$ cat config.mk
export PLATFORM = sky130hd
export DESIGN_NAME = fifo_tx_packetizer
export DESIGN_NICKNAME = d
export VERILOG_FILES = /design/src/rtl/fifo_tx_packetizer.sv
export SDC_FILE = /design/constraint.sdc
export NUM_CORES = 1
export LEC_CHECK = 0
export ABC_AREA = 1
export CAP_MARGIN = 20
export CORE_AREA = 2 2 68 76
export CTS_CLUSTER_DIAMETER = 40
export DETAILED_ROUTE_END_ITERATION = 8
export DIE_AREA = 0 0 70 78
export SLEW_MARGIN = 5
export SYNTH_ARGS = -nofsm -noshare
export SYNTH_HDL_FRONTEND = slang
export SYNTH_SLANG_ARGS = --single-unit
export TNS_END_PERCENT = 50
$ cat constraint.sdc
create_clock -name clk -period 2.88 [get_ports clk]
set_clock_uncertainty 0.2 [all_clocks]
set_input_delay 0.432 -clock clk [delete_from_list [all_inputs] [get_ports clk]]
set_output_delay 0.432 -clock clk [all_outputs]
set_load 0.01 [all_outputs]
$ cat src/rtl/fifo_tx_packetizer.sv
// fifo_tx_packetizer: read-side master for fifo_ram_module.
// Drains buffered bytes one at a time into the UART transmitter that feeds the
// RF module, framing them as packets of at most MAX_PKT bytes. A packet starts
// when the FIFO hits its limit, or has held data below the limit for
// IDLE_TIMEOUT cycles, and only while the radio AUX line reports ready.
module fifo_tx_packetizer #(
   parameter int WIDTH        = 8,
   parameter int MAX_PKT      = 58,
   parameter int IDLE_TIMEOUT = 1000,
   parameter int RD_LATENCY   = 1,
   parameter int GAP_CYCLES   = 16
) (
   input  logic                         clk,
   input  logic                         rst_n,
   input  logic                         enable_i,
   input  logic                         fifo_empty_i,
   input  logic                         fifo_limit_i,
   input  logic [WIDTH-1:0]             fifo_data_i,
   output logic                         fifo_rd_o,
   input  logic                         aux_ready_i,
   output logic [WIDTH-1:0]             tx_data_o,
   output logic                         tx_valid_o,
   input  logic                         tx_ready_i,
   output logic                         pkt_active_o,
   output logic                         pkt_done_o,
   output logic [$clog2(MAX_PKT+1)-1:0] byte_cnt_o
);

   localparam int CNT_W  = $clog2(MAX_PKT + 1);
   localparam int IDLE_W = $clog2(IDLE_TIMEOUT + 1);
   localparam int LAT_W  = $clog2(RD_LATENCY + 1);
   // gap counter only has to reach GAP_CYCLES-1
   localparam int GAP_W  = (GAP_CYCLES > 1) ? $clog2(GAP_CYCLES) : 1;

   localparam logic [CNT_W-1:0]  PKT_MAX  = CNT_W'(MAX_PKT);
   localparam logic [IDLE_W-1:0] IDLE_MAX = IDLE_W'(IDLE_TIMEOUT);
   localparam logic [LAT_W-1:0]  LAT_MAX  = LAT_W'(RD_LATENCY);
   localparam logic [GAP_W-1:0]  GAP_LAST = GAP_W'((GAP_CYCLES > 0) ? GAP_CYCLES - 1 : 0);

   typedef enum logic [2:0] {
      S_IDLE,
      S_POP,
      S_WAIT_DATA,
      S_SEND,
      S_PKT_END,
      S_GAP
   } state_t;

   state_t             r_state;
   state_t             w_next_state;

   logic [IDLE_W-1:0]  r_idle_cnt;
   logic [LAT_W-1:0]   r_lat_cnt;
   logic [GAP_W-1:0]   r_gap_cnt;
   logic [CNT_W-1:0]   r_byte_cnt;
   logic [WIDTH-1:0]   r_tx_data;
   logic               r_tx_valid;
   logic               r_pkt_active;

   logic               w_start;
   logic               w_hs;
   logic [CNT_W-1:0]   w_cnt_inc;
   logic               w_pkt_last;
   logic               w_lat_done;
   logic               w_gap_done;

   // enable/aux only matter here, in IDLE; a packet in flight runs to its end
   assign w_start    = enable_i & aux_ready_i & ~fifo_empty_i &
                       (fifo_limit_i | (r_idle_cnt == IDLE_MAX));
   assign w_hs       = r_tx_valid & tx_ready_i;
   assign w_cnt_inc  = r_byte_cnt + 1'b1;
   assign w_pkt_last = (w_cnt_inc == PKT_MAX) | fifo_empty_i;
   assign w_lat_done = (r_lat_cnt == LAT_MAX);
   assign w_gap_done = (r_gap_cnt == GAP_LAST);

   assign tx_data_o    = r_tx_data;
   assign tx_valid_o   = r_tx_valid;
   assign pkt_active_o = r_pkt_active;
   assign byte_cnt_o   = r_byte_cnt;

   // state register
   always_ff @(posedge clk or negedge rst_n) begin
      if (!rst_n) r_state <= S_IDLE;
      else        r_state <= w_next_state;
   end

   // next-state decode
   always_comb begin
      w_next_state = r_state;
      case (r_state)
         S_IDLE:      if (w_start) w_next_state = S_POP;
         // a FIFO that drained under us ends the packet without a read
         S_POP:       w_next_state = fifo_empty_i ? S_PKT_END : S_WAIT_DATA;
         S_WAIT_DATA: if (w_lat_done) w_next_state = S_SEND;
         S_SEND:      if (w_hs) w_next_state = w_pkt_last ? S_PKT_END : S_POP;
         S_PKT_END:   w_next_state = (GAP_CYCLES == 0) ? S_IDLE : S_GAP;
         S_GAP:       if (w_gap_done) w_next_state = S_IDLE;
         default:     w_next_state = S_IDLE;
      endcase
   end

   // state-decoded strobes: single-cycle read pulse and packet-done pulse
   always_comb begin
      fifo_rd_o  = 1'b0;
      pkt_done_o = 1'b0;
      case (r_state)
         S_POP:     fifo_rd_o  = ~fifo_empty_i;
         S_PKT_END: pkt_done_o = 1'b1;
         default: ;
      endcase
   end

   // idle timer: counts non-empty below-limit cycles in IDLE, zero elsewhere
   always_ff @(posedge clk or negedge rst_n) begin
      if (!rst_n)                          r_idle_cnt <= '0;
      else if (r_state != S_IDLE)          r_idle_cnt <= '0;
      else if (fifo_empty_i)               r_idle_cnt <= '0;
      else if (!fifo_limit_i && (r_idle_cnt != IDLE_MAX))
                                           r_idle_cnt <= r_idle_cnt + 1'b1;
   end

   // read-latency counter: first WAIT_DATA cycle is count 1
   always_ff @(posedge clk or negedge rst_n) begin
      if (!rst_n)                        r_lat_cnt <= '0;
      else if (r_state == S_POP)         r_lat_cnt <= LAT_W'(1);
      else if (r_state == S_WAIT_DATA && !w_lat_done)
                                         r_lat_cnt <= r_lat_cnt + 1'b1;
   end

   // inter-packet gap counter
   always_ff @(posedge clk or negedge rst_n) begin
      if (!rst_n)                 r_gap_cnt <= '0;
      else if (r_state == S_GAP)  r_gap_cnt <= r_gap_cnt + 1'b1;
      else                        r_gap_cnt <= '0;
   end

   // byte holding register, valid flag, byte count and packet-active flag
   always_ff @(posedge clk or negedge rst_n) begin
      if (!rst_n) begin
         r_tx_data    <= '0;
         r_tx_valid   <= 1'b0;
         r_byte_cnt   <= '0;
         r_pkt_active <= 1'b0;
      end else begin
         case (r_state)
            S_IDLE: if (w_start) begin
               r_byte_cnt   <= '0;
               r_pkt_active <= 1'b1;
            end
            S_WAIT_DATA: if (w_lat_done) begin
               r_tx_data  <= fifo_data_i;
               r_tx_valid <= 1'b1;
            end
            // valid is never withdrawn before the handshake
            S_SEND: if (w_hs) begin
               r_tx_valid <= 1'b0;
               r_byte_cnt <= w_cnt_inc;
            end
            S_PKT_END: r_pkt_active <= 1'b0;
            default: ;
         endcase
      end
   end

endmodule

== Word level (Yosys, flattened, before mapping) ==
Cells that the tools add are included.

* Register bits: 34
* Memories: 0
* Output and inout port bits: 18
* Word-level logic and storage cells: 71
* RAM bits: 0
* Latch bits: 0
* Bits in read-only memories: 0

* Shift-type cells: 0
* Bitwise gates (word level): 7
* Equal/unequal tests: 13
* Reduce and logical (&&, ||, !) cells: 16
* Order comparisons: 0
* Add/sub/neg operators: 4
* $mul: 0
* Mux-type cells: 23
* Div/mod/pow operators: 0

{| class="wikitable"
|+ Operators with widths
! kind !! number
|-
| 10-bit two-way mux || 3
|-
| 3-bit two-way mux || 6
|-
| 3-bit case mux with 6 select lines || 1
|-
| 6-bit two-way mux || 2
|-
| 6-bit case mux with 2 select lines || 1
|-
| 10-bit by 1-bit adder with 10-bit output, second input constant || 1
|-
| 10-bit equality test, second input constant || 1
|-
| 10-bit != test, second input constant || 1
|-
| 2-bit != test, second input constant || 4
|-
| 2-bit nonzero test || 4
|-
| 1-bit two-way mux || 7
|-
| 6-bit by 1-bit adder with 6-bit output, second input constant || 1
|-
| 3-bit by 2-bit equality test with 1-bit output, second input constant || 2
|-
| 3-bit equality test, second input constant || 2
|-
| 6-bit equality test, second input constant || 1
|-
| 3-bit AND reduction || 2
|-
| 3-bit nonzero test || 2
|-
| 4-bit by 1-bit adder with 4-bit output, second input constant || 1
|-
| 1-bit AND || 4
|-
| 4-bit equality test, second input constant || 1
|-
| 4-bit two-way mux || 1
|-
| 1-bit case mux with 2 select lines || 2
|-
| 2-bit AND reduction || 2
|-
| 4-bit AND reduction || 1
|-
| 7 further kinds || 10
|}

== Depth between registers and ports, before layout ==
Gate-level depths: netlist (run 1).

* Depth after elaboration: 6
* Mapped depth: 12
* Depth with buffers taken out: 12

== Worst setup path after synthesis (run 1) ==
OpenSTA, ideal clock, no wires.

* Kind: register to register
* Start: register r_idle_cnt[0]
* End: register r_byte_cnt[0], in the netlist byte_cnt_o[0]
* Slack: 1.210 ns
* Path buffers: 0
* Cell stages (with the launch flop): 12
* Data arrival time: 1.341 ns
* Cells stage by stage: dfrtp_1 > inv_1 > ha_1 > inv_1 > nor2_1 > nand3_1 > nand2_4 > nand2_2 > nand2_4 > nand3_4 > nand2_1 > o21ai_1

* Longest elaborated chain between the ends: 5

{| class="wikitable"
|+ Ends and longest elaborated chain
! what !! line !! text
|-
| start: declaration || 52 || <nowiki>logic [IDLE_W-1:0] r_idle_cnt;</nowiki>
|-
| start signal: assignment || 119 || <nowiki>r_idle_cnt <= r_idle_cnt + 1'b1;</nowiki>
|-
| 10-bit equality test || 69 || <nowiki>(fifo_limit_i | (r_idle_cnt == IDLE_MAX));</nowiki>
|-
| 1-bit OR || 69 ||
|-
| 1-bit AND || 68 || <nowiki>assign w_start = enable_i & aux_ready_i & ~fifo_empty_i &</nowiki>
|-
| 2-bit != test (no line) || -- ||
|-
| 3-bit AND reduction (no line) || -- ||
|-
| end signal: assignment || 157 || <nowiki>r_byte_cnt <= w_cnt_inc;</nowiki>
|-
| end: declaration || 55 || <nowiki>logic [CNT_W-1:0] r_byte_cnt;</nowiki>
|}

No other way between the ends.
A chain may end at the register's enable or synchronous reset.

== Worst setup path after layout (run 1) ==
* Start: register r_state[0]
* End: output pkt_done_o

* Longest elaborated chain between the ends: 2

{| class="wikitable"
|+ Ends and longest elaborated chain
! what !! line !! text
|-
| start: declaration || 49 || <nowiki>state_t r_state;</nowiki>
|-
| start signal: assignment || 84 || <nowiki>else r_state <= w_next_state;</nowiki>
|-
| 3-bit equality test || 106 || <nowiki>case (r_state)</nowiki>
|-
| 1-bit two-way mux || 106 ||
|-
| end: declaration || 25 || <nowiki>output logic pkt_done_o,</nowiki>
|}

No other way between the ends.

==> results of run 1 <==
-- routing by layer --
metal  routed length (um)  share of wire [%]
met5                    0                  0
met1                 1830                 50
met4                   60                1.6
met3                  176                4.8
met2                 1580                 43
-- cells in the mapped netlist --
master / number / area share [%]
nand2_4: 2 / 1.2
nor3_1: 4 / 1.1
o21bai_1: 2 / 0.82
inv_2: 5 / 1.0
nor2_4: 2 / 1.2
nor3b_1: 2 / 0.82
nand2_2: 7 / 2.4
xnor2_1: 1 / 0.48
a2bb2oi_1: 1 / 0.48
nor2_2: 1 / 0.34
nor2_1: 26 / 5.4
xor2_1: 1 / 0.48
mux2_1: 8 / 4.9
a31oi_1: 1 / 0.34
nand3_2: 1 / 0.55
o21ai_1: 8 / 2.2
nand2_1: 44 / 9.1
dfrtp_1: 34 / 47
o21ai_0: 9 / 2.5
nor3_2: 1 / 0.55
inv_1: 27 / 5.6
nand3_4: 1 / 0.96
ha_1: 5 / 3.4
nand4_1: 4 / 1.4
o21a_1: 1 / 0.41
a21oi_1: 5 / 1.4
o22ai_1: 1 / 0.34
nand3_1: 14 / 3.8
-- final cells by class --
class	instances	area, um2
clock buffers	7	86.3
clock inverters	1	5.00
fillers	444	2310
inverters	32	120
multi-input cells	152	850
flip-flops and latches	34	851
well taps	56	70.1
repair buffers	33	328
-- worst reg2reg max path, stage by stage (launching register included) --
cell and delay, ns:
dfrtp_1 0.43, inv_1 0.13, ha_1 0.16, inv_1 0.04, nor2_1 0.10, nand3_1 0.12, nand2_4 0.14, nand2_2 0.09
nand2_4 0.09, nand3_4 0.11, nand2_1 0.08, o21ai_1 0.07
-- state kept, by name, summed over array words and instances, names as in the netlist --
name,cells
r_lat_cnt,1
pkt_active_o,1
r_idle_cnt,10
tx_valid_o,1
byte_cnt_o,6
r_gap_cnt,4
tx_data_o,8
r_state,3
-- kinds of logic (layout without fill, tap and decap cells) --
| kind of cell | Yosys count | after routing | synth area share, % |
|---|---|---|---|
| and+or+nand+nor | 109 | 109 | 28.9 |
| DFF | 34 | 34 | 46.7 |
| buffers and inverters | 32 | 73 | 6.60 |
| AOI/OAI and AO/OA | 28 | 28 | 8.45 |
| muxes | 8 | 8 | 4.95 |
| adders and majority gates | 5 | 5 | 3.44 |
| xor gates and xnor gates | 2 | 2 | 0.962 |
-- power by group --
| part | total (mW) | switching, mW | internal [mW] |
|---|---|---|---|
| combinational | 0.762 | 0.414 | 0.348 |
| sequential | 0.681 | 0.0940 | 0.587 |
| clock | 0.365 | 0.172 | 0.193 |
| total | 1.81 | 0.680 | 1.13 |
-- metrics by stage --
stage | instances | hold WS (ns) | utilization, % | area (um2) | power (mW)
4_1_cts | 315 | 0.262 | 50.0 | 2310 | 1.83
5_1_grt | 315 | 0.289 | 50.0 | 2310 | 1.96
6_report | 315 | 0.259 | 50.0 | 2310 | 1.81
2_1_floorplan | 218 | -0.0636 | - | 1820 | 1.14
3_3_place_gp | 307 | 0.253 | 48.0 | 2220 | 1.45
3_5_place_dp | 307 | 0.253 | 48.0 | 2220 | 1.46
-- worst max-delay path by stage --
stage,from,endpoint,slack (ns),cells past startpoint
6_report,r_state[0]$_DFFE_PN0P_,pkt_done_o,0.48,2
5_1_grt,r_state[0]$_DFFE_PN0P_,pkt_done_o,0.31,2
4_1_cts,r_state[0]$_DFFE_PN0P_,pkt_done_o,0.47,2
3_5_place_dp,fifo_empty_i,fifo_rd_o,0.52,3
3_3_place_gp,fifo_empty_i,fifo_rd_o,0.57,3
2_1_floorplan,r_idle_cnt[0]$_DFFE_PN0P_,byte_cnt_o[0]$_DFFE_PN0P_,1.21,11
==> impl_metrics.yaml, run 1 <==
outcome:
  status: "complete, no violations"
place:
  pre_cts_ws_ns: 0.517
  place_hpwl_mm: 2.66
  gp_congestion: 0.799
  io_buffer_count: 32
grt:
  grt_util_met2_pct: 23.0
  gr-usage-met3_pct: 4.81
  busiest_layer: "met2"
  grt_overflow: 0
  grt_start_max_net_pins: 35
  antenna_found_initial: 0
  grt_pass1_vias: 1481
  grtUsageMet1_pct: 19.5
  track_usage_pct: 15.0
  grt_pass1_wl_mm: 6.47
worst_setup_path:
  path_cells: "nor3_1 -> clkdlybuf4s50_1"
  r2r_setup_slack_ns: 1.00
  worst-setup-path-type: "reg2out"
  crit_buf_inv: 1
  r2r_cells: 11
  start_kind: "register"
  crit_fanout: 7
  critPathArrivalTime_ns: 1.76
  slowest_stage: "clkdlybuf4s50_1"
  r2r-start: "r_idle_cnt[0]$_DFFE_PN0P_"
  critPathCaptureType: "primary output"
  worst_ep_required_time_ns: 2.25
  critPathTopFamily: "buffers and inverters"
  max_stage_delay_ns: 0.62
  reg2reg_to: "byte_cnt_o[0]$_DFFE_PN0P_"
timing:
  min_period_ns: 2.40
  fmax_mhz: 417
  hold_violations: 0
  grt_setup_unrepaired: "no"
  setup_violations: 0
  min_period_over_period_pct: 83.2
  setup_ws_ns: 0.484
  finalSetupTns_ns: 0
  tightestPinTransition_ns: 0.424
  drv_slew: 0
  slew_headroom_pct: 71.7
power_and_ir_drop:
  power_per_cell_area_nw_per_um2: 783
  peakVddDrop_mv: 0.435
  p_leak_nw: 1.01
route:
  drt-initial-drc-count: 79
  drtAntennaViolNets: 0
  vias: 1524
  drcViolationCount: 0
  routedWlPerCell_um: 11.6
  routed_via_density: 4.84
  drt-pass1-iter-count: 4
  routed_wl_mm: 3.64
logic_synthesis:
  synth-seq-area-share_pct: 46.7
  avgSynthCellArea_um2: 8.35
  ys_ff_latch: 34
  netlist_instances: 218
  synthesis.area_um2: 1820
  synth_nets: 238
  synth.distinct_cells: 28
  ys_warn_count: 0
cts:
  clk_latency_ns: 0.29
  clk_pin_slew_ns: 0.06
  h-tree-depth: 2
  cts_resized: 0
  tritoncts: "built"
  postCtsSetupBuffers: 0
  cts_max_path_buffers: 2
  cts_buffers: 5
  cts_hold_buf: 0
  cts_root_buf: "clkbuf_8"
  clock-sinks: 34
die:
  rows: 26
  die_x_um: 70
  core_region_area_um2: 4620
  pin_count: 33
  start_util_pct: 39.4
  die-area_um2: 5460
  dieHeight_um: 78
finish:
  fin_nets: 278
  diodes: 0
  drive_above_1_share_pct: 10.8
  layout_commonest_cell: "nand2_1"
  areaGrowthSynthToFinish_pct: 26.9
  layout_common_cells: "44 x nand2_1, 34 x dfrtp_1, 32 x clkdlybuf4s50_1"
job:
  maxCapViolCount: 0
hold_path:
  min_path_type: "reg2reg"
  worstHoldStart: "r_gap_cnt[0]$_DFF_PN0_"
  worst_hold_path.num_cells: 1
  hold_end: "r_gap_cnt[0]$_DFF_PN0_"
No activity file was read; power rests on OpenSTA's default activity.
==> run 2: changes to the inputs <==
- clock period: 2.88 -> 2.05 ns (I/O delays scaled with it)
==> run 2 against run 1 <==
Sequential cell count unchanged. Worst hold slack got worse by 0.037 ns. Critical path depth increased by 2. Combinational power increased by 42%. Power increased by 41%. Non-clock buffer count increased by 3. First-iteration DRC count increased by 13%. Critical endpoint is now fifo_rd_o.
==> impl_metrics.yaml, run 2 (same netlist as run 1, synthesis figures left out) <==
worst_setup_path:
  reg2reg_to: "byte_cnt_o[0]$_DFFE_PN0P_"
  start_kind: "register"
  r2r_setup_slack_ns: 0.20
  critPathArrivalTime_ns: 1.36
  r2r-start: "r_idle_cnt[0]$_DFFE_PN0P_"
  critPathCaptureType: "primary output"
  worst-setup-path-type: "reg2out"
  r2r_cells: 10
  worst_ep_required_time_ns: 1.54
  crit_fanout: 5
finish:
  fin_nets: 281
  drive_above_1_share_pct: 12.6
  layout_common_cells: "44 x nand2_1, 33 x dfrtp_1, 30 x clkdlybuf4s50_1"
  diodes: 0
  areaGrowthSynthToFinish_pct: 28.2
  layout_commonest_cell: "nand2_1"
  final_cell_area_um2: 2330
  filler_cell_count: 454
  layoutNonFillerInstCount: 318
  regMostFlops: "r_idle_cnt"
  multi_input_area_um2: 852
  largest_register_ffs: 10
  seq_area_um2: 852
place:
  dpl_cell_area_um2: 2240
  placedCellCount: 310
  gp_congestion: 0.816
  pre_cts_ws_ns: 0.114
  place_hpwl_mm: 2.64
  io_buffer_count: 32
timing:
  min_period_over_period_pct: 91.1
  setup_ws_ns: 0.183
  tightestPinTransition_ns: 0.428
  hold_violations: 0
  drv_slew: 0
  setup_violations: 0
  grt_setup_unrepaired: "no"
  fmax_mhz: 536
  slew_headroom_pct: 71.4
  finalSetupTns_ns: 0
  min_period_ns: 1.87
die:
  dieHeight_um: 78
  pin_count: 33
  rows: 26
  die_x_um: 70
  start_util_pct: 39.4
  core_region_area_um2: 4620
  die-area_um2: 5460
route:
  drt-initial-drc-count: 89
  routed_via_density: 4.74
  routed_wl_mm: 3.63
  vias: 1506
  drtAntennaViolNets: 0
  drt-pass1-iter-count: 4
  routedWlPerCell_um: 11.4
  drcViolationCount: 0
job:
  maxCapViolCount: 0
cts:
  tritoncts: "built"
  cts_buffers: 5
  postCtsSetupBuffers: 0
  cts_root_buf: "clkbuf_8"
  h-tree-depth: 2
  clk_pin_slew_ns: 0.07
  clock-sinks: 34
  clk_latency_ns: 0.29
  cts_max_path_buffers: 2
grt:
  track_usage_pct: 15.0
  grt_pass1_vias: 1484
  grt_start_max_net_pins: 35
  grt_overflow: 0
  antenna_found_initial: 0
  grt_pass1_wl_mm: 6.51
outcome:
  status: "complete, no violations"
power_and_ir_drop:
  peakVddDrop_mv: 0.605
  power_per_cell_area_nw_per_um2: 1090
  p_leak_nw: 1.03
hold_path:
  min_path_type: "in2async"
==> run 2: cell types whose count changed in the layout (fill, tap and decap cells not counted), sizes merged <==
cell / delta
buf: +3
clkdlybuf4s50: -2
dlygate4sd2: +2
==> run 2: worst max-delay path, cell delays in order, from the launching register on <==
cell,delay [ns]
dfrtp_1,0.41
inv_2,0.10
nand3_1,0.15
nor2_2,0.14
dlygate4sd2_1,0.28
==> run 2: power by group <==
| group | switching [mW] | internal (mW) |
|---|---|---|
| sequential | 0.123 | 0.827 |
| clock | 0.245 | 0.271 |
| combinational | 0.587 | 0.496 |
==> run 2: per-stage QoR <==
| step | util, % | total power, mW | hold WS (ns) |
|---|---|---|---|
| 2_1_floorplan | - | 1.61 | -0.188 |
| 3_3_place_gp | 48.5 | 2.06 | 0.252 |
| 3_5_place_dp | 48.5 | 2.06 | 0.260 |
| 4_1_cts | 50.5 | 2.59 | 0.240 |
| 5_1_grt | 50.5 | 2.78 | 0.256 |
| 6_report | 50.5 | 2.55 | 0.223 |
==> run 2: layout make-up <==
| type | count | area share (%) |
|---|---|---|
| clock inverter | 1 | 0.214 |
| timing repair buffer | 36 | 14.9 |
| tap | 56 | 3.00 |
| clock buffer | 7 | 3.70 |
| inverter | 32 | 5.15 |
| sequential | 34 | 36.5 |
| multi-input combinational | 152 | 36.5 |
==> run 2: how the worst max path moves through the flow <==
stage / from / end / slack [ns]
floorplan: r_idle_cnt[0]$_DFFE_PN0P_ / byte_cnt_o[0]$_DFFE_PN0P_ / 0.38
finish: r_state[2]$_DFFE_PN0P_ / fifo_rd_o / 0.18
global placement: fifo_empty_i / fifo_rd_o / 0.13
detailed placement: fifo_empty_i / fifo_rd_o / 0.11
CTS: r_state[2]$_DFFE_PN0P_ / fifo_rd_o / 0.16
global route: r_idle_cnt[0]$_DFFE_PN0P_ / byte_cnt_o[0]$_DFFE_PN0P_ / 0.01
==> run 2: per-layer routing <==
layer	part of all wire, %	GRT usage (%)	vias up	wire, um
met5	0	0	-	0
met4	1.8	7.50	0	65
met3	5.8	4.94	7	211
met2	42	23.1	34	1520
met1	50	18.8	667	1830
li1	-	-	798	-
==> run 2: what timing repair did <==
action / in CTS / in global routing
gates resized for setup: 4 / 0
hold buffers: 0 / 0
endpoints found under the setup margin: 2 / 0
==> run 3: changes to the inputs <==
- CORE_AREA: 2 2 68 76 -> 4 4 70 78
- DIE_AREA: 0 0 70 78 -> 0 0 74 82
==> run 3 against run 2 <==
Critical path depth stayed put. Critical endpoint unchanged. Sequential cell count stayed put. Fmax is 0.35% higher. Register-to-register slack better by 0.03 ns. Clock-buffer cell count is 1 lower. Critical path type unchanged. Global-route usage is 0.62 points lower. Largest power group unchanged. Utilization is 0.37 points higher.
==> impl_metrics.yaml, run 3 (same netlist as run 1, synthesis figures left out) <==
timing:
  fmax_mhz: 537
  min_period_over_period_pct: 90.8
  hold_violations: 0
  setup_violations: 0
  finalSetupTns_ns: 0
  slew_headroom_pct: 70.1
  grt_setup_unrepaired: "no"
  holdWs_ns: 0.224
  tightestPinTransition_ns: 0.449
  min_period_ns: 1.86
  drv_slew: 0
place:
  placedCellCount: 312
  io_buffer_count: 32
  gp_congestion: 0.784
  place_hpwl_mm: 2.80
power_and_ir_drop:
  combPwrFrac_pct: 41.4
  power_per_cell_area_nw_per_um2: 1140
  p_total_mw: 2.70
  switchingPower_mw: 0.964
  p_int_mw: 1.74
  clock_power_share_pct: 23.4
  p_sw_share_pct: 35.7
  p_leak_nw: 1.05
  seq_power_share_pct: 35.1
  peakVddDrop_mv: 0.545
route:
  drcViolationCount: 0
  routed_wl_mm: 3.80
  drtAntennaViolNets: 0
  routed_via_density: 4.91
  vias: 1567
  drt-initial-drc-count: 56
  routedWlPerCell_um: 11.9
  drt-pass1-iter-count: 4
worst_setup_path:
  r2r_setup_slack_ns: 0.23
  worst-setup-path-type: "reg2out"
  crit_buf_inv: 2
  max_stage_delay_ns: 0.41
  critPathArrivalTime_ns: 1.35
  path_cells: "inv_2 -> nand3_1 -> nor2_1 -> dlygate4sd2_1"
  start_kind: "register"
  reg2reg_to: "byte_cnt_o[2]$_DFFE_PN0P_"
  startpoint: "r_state[2]$_DFFE_PN0P_"
  worst_ep_required_time_ns: 1.54
  critPathTopFamily: "flip-flops"
  r2r-start: "r_idle_cnt[0]$_DFFE_PN0P_"
  slowest_stage: "dfrtp_1"
  crit_fanout: 5
  crit_end: "fifo_rd_o"
  r2r_cells: 11
  critPathCaptureType: "primary output"
  crit_cells: 4
finish:
  layoutNonFillerInstCount: 319
  largest_register_ffs: 10
  areaGrowthSynthToFinish_pct: 30.0
  regMostFlops: "r_idle_cnt"
  final_core_util_pct: 50.9
  layout_commonest_cell: "nand2_1"
  multi_input_area_um2: 850
  seq_area_um2: 852
  diodes: 0
  drive_above_1_share_pct: 12.9
  fin_nets: 283
  layout_common_cells: "44 x nand2_1, 33 x dfrtp_1, 30 x clkdlybuf4s50_1"
  filler_cell_count: 445
cts:
  cts_hold_buf: 0
  cts_buffers: 5
  tritoncts: "built"
  clock-sinks: 34
  clk_pin_slew_ns: 0.08
  clk_latency_ns: 0.29
  cts_max_path_buffers: 2
  cts_root_buf: "clkbuf_8"
  h-tree-depth: 2
grt:
  track_usage_pct: 14.4
  antenna_found_initial: 0
  grt_pass1_vias: 1535
  grt_start_max_net_pins: 35
  grt_overflow: 0
  grt_pass1_wl_mm: 6.77
hold_path:
  min_path_type: "in2async"
die:
  pin_count: 33
  start_util_pct: 39.1
  rows: 26
  core_region_area_um2: 4650
  die-area_um2: 6070
  dieHeight_um: 82
  die_x_um: 74
job:
  maxCapViolCount: 0
outcome:
  status: "complete, no violations"
[run 3: power by group through the flow]
stage	logic (mW)	clock network, mW	registers [mW]
after floorplan	0.607	0	1.00
after global placement	1.14	0	0.953
after detailed placement	1.14	0	0.955
after CTS	1.14	0.655	0.950
after global routing	1.25	0.681	0.977
final	1.12	0.633	0.949
[run 3: what timing repair did]
item | 4_1_cts | 5_1_grt
buffers inserted | 0 | 0
endpoints found under the setup margin | 2 | 0
gates resized for setup | 3 | 0
hold endpoints to repair | 0 | 0
[run 3: worst min-delay path by stage]
| stage | slack, ns | to |
|---|---|---|
| after floorplan | -0.19 | byte_cnt_o[0]$_DFFE_PN0P_ |
| after global placement | 0.25 | r_gap_cnt[0]$_DFF_PN0_ |
| after detailed placement | 0.26 | r_gap_cnt[0]$_DFF_PN0_ |
| after CTS | 0.24 | r_idle_cnt[6]$_DFFE_PN0P_ |
| after global routing | 0.27 | r_idle_cnt[6]$_DFFE_PN0P_ |
| final | 0.22 | r_idle_cnt[7]$_DFFE_PN0P_ |
[run 3: cell type report]
class	instances	share of cell area, %
clock inverters	1	1.27
repair buffers	38	15.3
clock buffers	6	3.49
flip-flops and latches	34	36.0
multi-input cells	152	35.9
inverters	32	5.07
well taps	56	2.96
[run 3: stage by stage]
| step | instance area, um2 | setup WS (ns) |
|---|---|---|
| final | 2370 | 0.189 |
| after global routing | 2370 | 0.0768 |
| after CTS | 2370 | 0.179 |
| after detailed placement | 2260 | 0.109 |
| after global placement | 2260 | 0.128 |
| after floorplan | 1820 | 0.380 |
[run 3: worst register-to-register path, cell delays in order (launching register included)]
cell and delay [ns]:
dfrtp_1 0.38, inv_1 0.12, ha_1 0.16, inv_1 0.04
nor2_1 0.11, nand3_1 0.13, nand2_4 0.14, nand2_2 0.09
nand2_4 0.09, nand3_4 0.11, nand2_1 0.08, o21ai_1 0.07
[run 3: metal layers]
layer  GRT usage, %  routed length, um
met5              0                  0
met4           5.43                 66
met3           4.04                172
met2           23.0               1710
met1           18.3               1850
